<file path="src/rtl/key_bounce_if.sv">
// Handshake bundle between a key-bounce generator and whatever drives or observes it.
interface key_bounce_if;
  logic press_req;
  logic key_out;
  logic busy;
  logic done;

  modport master (output press_req, input key_out, input busy, input done);
  modport slave  (input press_req, output key_out, output busy, output done);
endinterface

</file>
<file path="src/rtl/key_bounce_gen.sv">
// Emulated active-low key: one press_req yields press bounce, stable hold, release bounce, then done.
// Define RANDOM_BOUNCE_EN to gate bounce toggles with a 16-bit LFSR for irregular bounce.
//
// state | meaning
// IDLE  | key released, waiting for press_req
// P_BNC | press bounce window
// HOLD  | key held stable low
// R_BNC | release bounce window
module key_bounce_gen #(
  parameter logic [23:0] BOUNCE_CNT = 24'd249_999,
  parameter logic [23:0] HOLD_CNT   = 24'd4_999_999,
  parameter logic [23:0] TOGGLE_DIV = 24'd9_999
) (
  input  logic        sys_clk,
  input  logic        sys_rst_n,
  key_bounce_if.slave kb
);

  typedef enum logic [3:0] {
    IDLE  = 4'b0001,
    P_BNC = 4'b0010,
    HOLD  = 4'b0100,
    R_BNC = 4'b1000
  } state_e;

  state_e      state_q, state_d;
  logic [23:0] cnt_win_q, cnt_win_d;
  logic [23:0] cnt_tgl_q, cnt_tgl_d;
  logic        key_out_q, key_out_d;
  logic        busy_q, busy_d;
  logic        done_q, done_d;
  logic        tgl_en;
  logic        tgl_wrap;

`ifdef RANDOM_BOUNCE_EN
  logic [15:0] lfsr_q, lfsr_d;

  // Taps 16,14,13,11 in right-shift form; bit 0 is the output.
  assign lfsr_d = {lfsr_q[0] ^ lfsr_q[2] ^ lfsr_q[3] ^ lfsr_q[5], lfsr_q[15:1]};
  assign tgl_en = lfsr_q[0];

  always_ff @(posedge sys_clk or negedge sys_rst_n) begin
    if (!sys_rst_n) lfsr_q <= 16'hACE1;
    else            lfsr_q <= lfsr_d;
  end
`else
  assign tgl_en = 1'b1;
`endif

  assign tgl_wrap = (cnt_tgl_q == TOGGLE_DIV);

  always_comb begin
    state_d   = state_q;
    cnt_win_d = cnt_win_q + 24'd1;
    cnt_tgl_d = '0;
    key_out_d = key_out_q;
    busy_d    = busy_q;
    done_d    = 1'b0;
    unique case (state_q)
      IDLE: begin
        cnt_win_d = '0;
        key_out_d = 1'b1;
        busy_d    = 1'b0;
        if (kb.press_req) begin
          state_d   = P_BNC;
          key_out_d = 1'b0;
          busy_d    = 1'b1;
        end
      end
      P_BNC: begin
        cnt_tgl_d = tgl_wrap ? 24'd0 : cnt_tgl_q + 24'd1;
        if (cnt_win_q == BOUNCE_CNT) begin
          state_d   = HOLD;
          key_out_d = 1'b0;
          cnt_win_d = '0;
          cnt_tgl_d = '0;
        end else if (tgl_wrap && tgl_en) begin
          key_out_d = ~key_out_q;
        end
      end
      HOLD: begin
        key_out_d = 1'b0;
        if (cnt_win_q == HOLD_CNT) begin
          state_d   = R_BNC;
          key_out_d = 1'b1;
          cnt_win_d = '0;
        end
      end
      R_BNC: begin
        cnt_tgl_d = tgl_wrap ? 24'd0 : cnt_tgl_q + 24'd1;
        if (cnt_win_q == BOUNCE_CNT) begin
          state_d   = IDLE;
          key_out_d = 1'b1;
          busy_d    = 1'b0;
          done_d    = 1'b1;
          cnt_win_d = '0;
          cnt_tgl_d = '0;
        end else if (tgl_wrap && tgl_en) begin
          key_out_d = ~key_out_q;
        end
      end
      default: begin
        // Recover from an illegal one-hot code to a released, idle key.
        state_d   = IDLE;
        cnt_win_d = '0;
        key_out_d = 1'b1;
        busy_d    = 1'b0;
      end
    endcase
  end

  always_ff @(posedge sys_clk or negedge sys_rst_n) begin
    if (!sys_rst_n) begin
      state_q   <= IDLE;
      cnt_win_q <= '0;
      cnt_tgl_q <= '0;
      key_out_q <= 1'b1;
      busy_q    <= 1'b0;
      done_q    <= 1'b0;
    end else begin
      state_q   <= state_d;
      cnt_win_q <= cnt_win_d;
      cnt_tgl_q <= cnt_tgl_d;
      key_out_q <= key_out_d;
      busy_q    <= busy_d;
      done_q    <= done_d;
    end
  end

  assign kb.key_out = key_out_q;
  assign kb.busy    = busy_q;
  assign kb.done    = done_q;

endmodule

</file>
<file path="src/flat_wrapper.sv">
// flat-port wrapper written by rule: the top's interface ports become plain ports
module key_bounce_gen_flat 
#(
  parameter logic [23:0] BOUNCE_CNT = 24'd249_999,
  parameter logic [23:0] HOLD_CNT   = 24'd4_999_999,
  parameter logic [23:0] TOGGLE_DIV = 24'd9_999
)
  (sys_clk, sys_rst_n, kb_press_req, kb_key_out, kb_busy, kb_done);
  key_bounce_if kb_i ();
  input  logic sys_clk;
  input  logic sys_rst_n;
  input wire logic [$bits(kb_i.press_req)-1:0] kb_press_req;
  output wire logic [$bits(kb_i.key_out)-1:0] kb_key_out;
  output wire logic [$bits(kb_i.busy)-1:0] kb_busy;
  output wire logic [$bits(kb_i.done)-1:0] kb_done;
  assign kb_i.press_req = kb_press_req;
  assign kb_key_out = kb_i.key_out;
  assign kb_busy = kb_i.busy;
  assign kb_done = kb_i.done;
  key_bounce_gen #(.BOUNCE_CNT(BOUNCE_CNT), .HOLD_CNT(HOLD_CNT), .TOGGLE_DIV(TOGGLE_DIV)) u_core (.sys_clk(sys_clk), .sys_rst_n(sys_rst_n), .kb(kb_i));
endmodule
</file>
<file path="config.mk">
export PLATFORM = sky130hd
export DESIGN_NAME = key_bounce_gen_flat
export DESIGN_NICKNAME = d
export VERILOG_FILES = /design/src/rtl/key_bounce_if.sv /design/src/rtl/key_bounce_gen.sv /design/src/flat_wrapper.sv
export SDC_FILE = /design/constraint.sdc
export NUM_CORES = 1
export LEC_CHECK = 0
export ABC_AREA = 1
export BUFFER_PORTS_ARGS = -buffer_cell sky130_fd_sc_hd__clkbuf_2
export CAP_MARGIN = 40
export CORE_MARGIN = 2
export CORE_UTILIZATION = 50
export DETAILED_ROUTE_END_ITERATION = 8
export PLACE_DENSITY = 0.7
export SLEW_MARGIN = 20
export SYNTH_ARGS = -nofsm -noshare
export SYNTH_HDL_FRONTEND = slang
export SYNTH_SLANG_ARGS = --single-unit
</file>
<file path="constraint.sdc">
create_clock -name sys_clk -period 2.05 [get_ports sys_clk]
set_input_delay 0.1025 -clock sys_clk [delete_from_list [all_inputs] [get_ports sys_clk]]
set_output_delay 0.1025 -clock sys_clk [all_outputs]
set_load 0.01 [all_outputs]
</file>
== Word-level counts from Yosys, hierarchy flattened ==
Index checks and enable logic that the tools add are counted.
Cells by class
  add/sub/neg operators: 2
  equal/unequal tests: 11
  mux-type cells: 22
  bitwise gates (word level): 2
  reductions and logical operators: 4
Operators by type and width (number)
  2-to-1 mux 24 bit: 5
  adder 24 x 1 -> 24 bit, second input constant: 2
  case mux 24 bit (2 select lines): 1
  == test 24 x 14 -> 1 bit, second input constant: 1
  == test 24 x 18 -> 1 bit, second input constant: 1
  == test 24 x 23 -> 1 bit, second input constant: 1
  2-to-1 mux 4 bit: 4
  case mux 4 bit (4 select lines): 1
  2-to-1 mux 1 bit: 9
  != test 2 x 1 -> 1 bit, second input constant: 3
  == test 4 x 1 -> 1 bit, second input constant: 1
  == test 4 x 2 -> 1 bit, second input constant: 1
  == test 4 x 3 -> 1 bit, second input constant: 1
  == test 4 bit, second input constant: 1
  case mux 1 bit (4 select lines): 1
  AND reduction 4 bit: 1
  OR reduction 2 bit: 2
  case mux 1 bit (3 select lines): 1
  != test 2 bit, second input constant: 1
  NOT 1 bit: 2
  AND reduction 2 bit: 1
Storage, ports and cells
  register bits after elaboration: 55
  output and inout port bits: 3

== Longest topological paths before layout ==
  depth after elaboration: 4
  depth in mapped cells: 11
  depth with buffers taken out: 11

== Least setup slack after synthesis ==
Ideal clock, no wire load.
  path type: register -> register
  start: register u_core.cnt_tgl_q[0]
  end: register u_core.cnt_tgl_q[10]
  setup time: 0.124 ns
  arrival: 1.386 ns
  setup slack: 0.539 ns
  cell stages (with the launch flop): 10
  path buffers: 1
  clock period less this slack: 1.511 ns
  path through: dfrtp_1 -> ha_1 -> inv_2 -> nor2_4 -> inv_2 -> nor2_4 -> nand3_2 -> nand2_4 -> buf_12 -> nor2_4
Between the ends
  longest elaborated chain between the ends: 4
  elaborated cells between the ends (all ways): 5
  classes of those cells: 1 x add/sub; 1 x eq/ne; 3 x mux
RTL lines
  start, declared: line key_bounce_gen.sv:28  | logic [23:0] cnt_tgl_q, cnt_tgl_d;
  start signal, assigned: line key_bounce_gen.sv:123  | cnt_tgl_q <= cnt_tgl_d;
  adder 24 x 1 -> 24 bit / == test 24 x 14 -> 1 bit (equally long branches): line key_bounce_gen.sv:71, key_bounce_gen.sv:90, key_bounce_gen.sv:50
  2-to-1 mux 24 bit *: line key_bounce_gen.sv:71, key_bounce_gen.sv:90
  2-to-1 mux 24 bit *: line key_bounce_gen.sv:72, key_bounce_gen.sv:91
  2-to-1 mux 24 bit *
  net u_core.cnt_tgl_d[10]: line key_bounce_gen.sv:28
The timed path passes the listed nets; every way through them passes the cells marked *.
A chain may end at the register's enable or synchronous reset.

== Worst setup path in the final report ==
  start: register u_core.cnt_tgl_q[0]
  end: register u_core.cnt_tgl_q[17]
Same word-level chain as after synthesis.

==> run summary <==
# clock sinks = 55
Power Dens Cells = 645.7 nW/um2
CP arrival = 1940 ps
IO buf count = 5
Worst-Skew Late Latency = 300 ps
Top Family by Delay on Critical Path = simple AND/OR/NAND/NOR gates
critical path endpoint category = register
RD Place Congestion = 0.9158
ys async rst share = 100.0%
die width = 85.97 um
Mapped Cells = 457
DP HPWL = 5213 um
max cap viols = 0
first-pass GRT wire length = 11960 um
FF-to-FF path depth = 8
initial antenna violation count = 0
PnR worst setup slack = 281.0 ps
Root Buffer Master = clkbuf_8
slew margin rel. = 54.42%
DP Cell Count = 538
setup TNS = 0 ps
core area = 6422 um2
Worst path depth = 8
Cell Count, Final, Fillers Out = 546
DIE AREA = 7391 um2
number of routed nets with antenna violations = 0
Finished Cell Area = 3570 um2
# setup viols final = 0
layout cells sized above 1 = 12.15%
Cell variety after synth = 29
vias in the first global route = 2507
sequential element share of the synthesized area = 41.04%
crit path from = u_core.cnt_tgl_q[0]
gr usage total = 20.40%
cells along the critical path = ha_1 -> inv_2 -> nor2_4 -> inv_2 -> nor2_4 -> nand3_2 -> nand2_4 -> nor2_1
crit path time final = 1769 ps
clock-pin slew on the worst setup and hold paths = 90 ps
Via Count = 2784
Hold Path Cell Cnt = 3
final worst-path cycle share = 86.29%
commonest non-fill, non-tap cell in the layout = nand2_1
worst vdd ir = 0.2913 mV
Synth Register Bits = 55
Worst R2R Start = u_core.cnt_tgl_q[0]
Buf/Inv on CP = 2
area grow syn2layout = 6.257%
Residual DRC = 0
DRT iter0 DRCs = 214
TritonCTS clock tree = built
CP startpoint kind = register
clk_skew = 12.38 ps
Synth warnings = 0
final hold vios = 0
I/O pin cnt = 6
Max Fclk = 565.3 MHz
Critical Path RT = 2220 ps
Inserted Diodes = 0
maximum clock path buffer count = 2
pre-CTS WS = 268.0 ps
syn avg cell area = 7.351 um2
top_reg_cell synth = dfrtp_1
CP peak stage delay = 380 ps
die outline height = 85.97 um
Routed WL per cell = 12.70 um
vias per std cell = 5.099
CP max-delay cell = dfrtp_1
Lkg Pwr = 1.534 nW
syn nets = 462
status = finished, final reports clean
pin count of the biggest net entering global routing = 31
WS Path Type = reg -> reg
Post-Route WL = 6932 um
Slew @ Worst Pin = 683.7 ps
Synth Cell Area = 3359 um2
CTS Buf Count = 5
final slew viol count = 0
TritonRoute pass-1 iters = 5
buffer count from post-CTS setup fixing = 0
Area after DPL = 3483 um2
most frequent cells in the layout = 115 x nand2_1, 84 x nor2_1, 53 x dfrtp_1
setup repair after global routing missed its margin = false
Tightest Hold Check Type = in -> reg
HP Start = kb_press_req
Post-synth EDFFs = 0
global route total overflow = 0
H-tree levels = 2
CP max FO = 17
Initial Util = 52.31%
# nets final = 474
cts repair resizes = 0
FP Rows = 29
==> cell families (layout without fill, tap and decap cells) <==
kind of cell	Yosys count	in the layout	synth area share [%]
buf+inv	60	72	7.449
xor+xnor	28	28	7.300
fa+ha+maj	2	2	0.7448
flops	55	55	41.04
compound gates	28	28	4.507
simple gates	284	284	38.96
==> sequential cells by signal, indices dropped and copies added (netlist names) <==
name               flops
u_core.cnt_tgl_q      24
u_core.cnt_win_q      24
u_core.kb.busy         1
u_core.kb.done         1
u_core.kb.key_out      1
u_core.state_q         4
==> report_power, final <==
part	internal, mW	leakage [nW]	total, mW	switching [mW]
clock	0.236	0.0383	0.556	0.320
sequential	1.16	0.758	1.21	0.0447
combinational	0.151	0.737	0.540	0.389
==> worst reg2reg max path, cell delays in order (launching register included) <==
cell     delay [ps]
dfrtp_1         380
ha_1            270
inv_2            80
nor2_4          160
inv_2            80
nor2_4          120
nand3_2         110
nand2_4         340
nor2_1          110
==> synthesized netlist by cell type (2+ instances only) <==
master	instances	area share [%]
nand4_1	9	1.7
inv_2	9	1.0
nor3_1	7	1.0
xor2_1	21	5.5
nor2_2	8	1.5
o21ai_0	3	0.45
nor2_4	13	4.4
nand2_1	115	13
nand2_2	3	0.56
a21oi_1	21	3.1
xnor2_1	7	1.8
dfrtp_1	53	39
buf_2	4	0.60
ha_1	2	0.74
nand3_1	38	5.7
dfstp_2	2	1.6
inv_1	44	4.9
nand3_2	4	1.2
nor2_1	84	9.4
==> cell type report <==
type	count	area, um2
inverters	54	202.7
clock buffers	7	76.32
repair buffers	11	85.08
well taps	77	96.34
fillers	596	2853
flip-flops and latches	55	1379
multi-input cells	342	1730
==> stage by stage <==
step	hold slack, ps	power [mW]	utilization, %
floorplan	-193.1	1.642	-
global placement	163.7	1.764	54.24
detailed placement	185.2	1.771	54.24
CTS	35.95	2.339	55.58
global route	62.81	2.460	55.58
finish	53.30	2.305	55.58
==> final timing paths <==
path | end | slack, ps
worst max-delay path | u_core.cnt_tgl_q[17] | 280
worst min-delay path | u_core.kb.busy | 50
worst max register to register | u_core.cnt_tgl_q[17] | 280
worst min register to register | u_core.cnt_win_q[0] | 460
max in group asynchronous | u_core.state_q[0] | 1020
min in group asynchronous | u_core.cnt_tgl_q[11] | 370
==> per-layer routing <==
metal | up-vias | part of all wire (%) | global-route usage [%] | wire length [um]
li1 | 1449 | - | - | -
met1 | 1279 | 53 | 31.25 | 3650
met4 | 0 | 0.56 | 4.329 | 39
met3 | 2 | 4.9 | 3.176 | 339
met5 | - | 0 | 0 | 0
met2 | 54 | 42 | 30.44 | 2903
==> what timing repair did <==
| action | in CTS | in global routing |
|---|---|---|
| endpoints found under the hold margin | 25 | 0 |
| hold buffers | 1 | 0 |
| setup endpoints to repair | 0 | 0 |
Note: power is estimated with default switching activity, not from simulation.
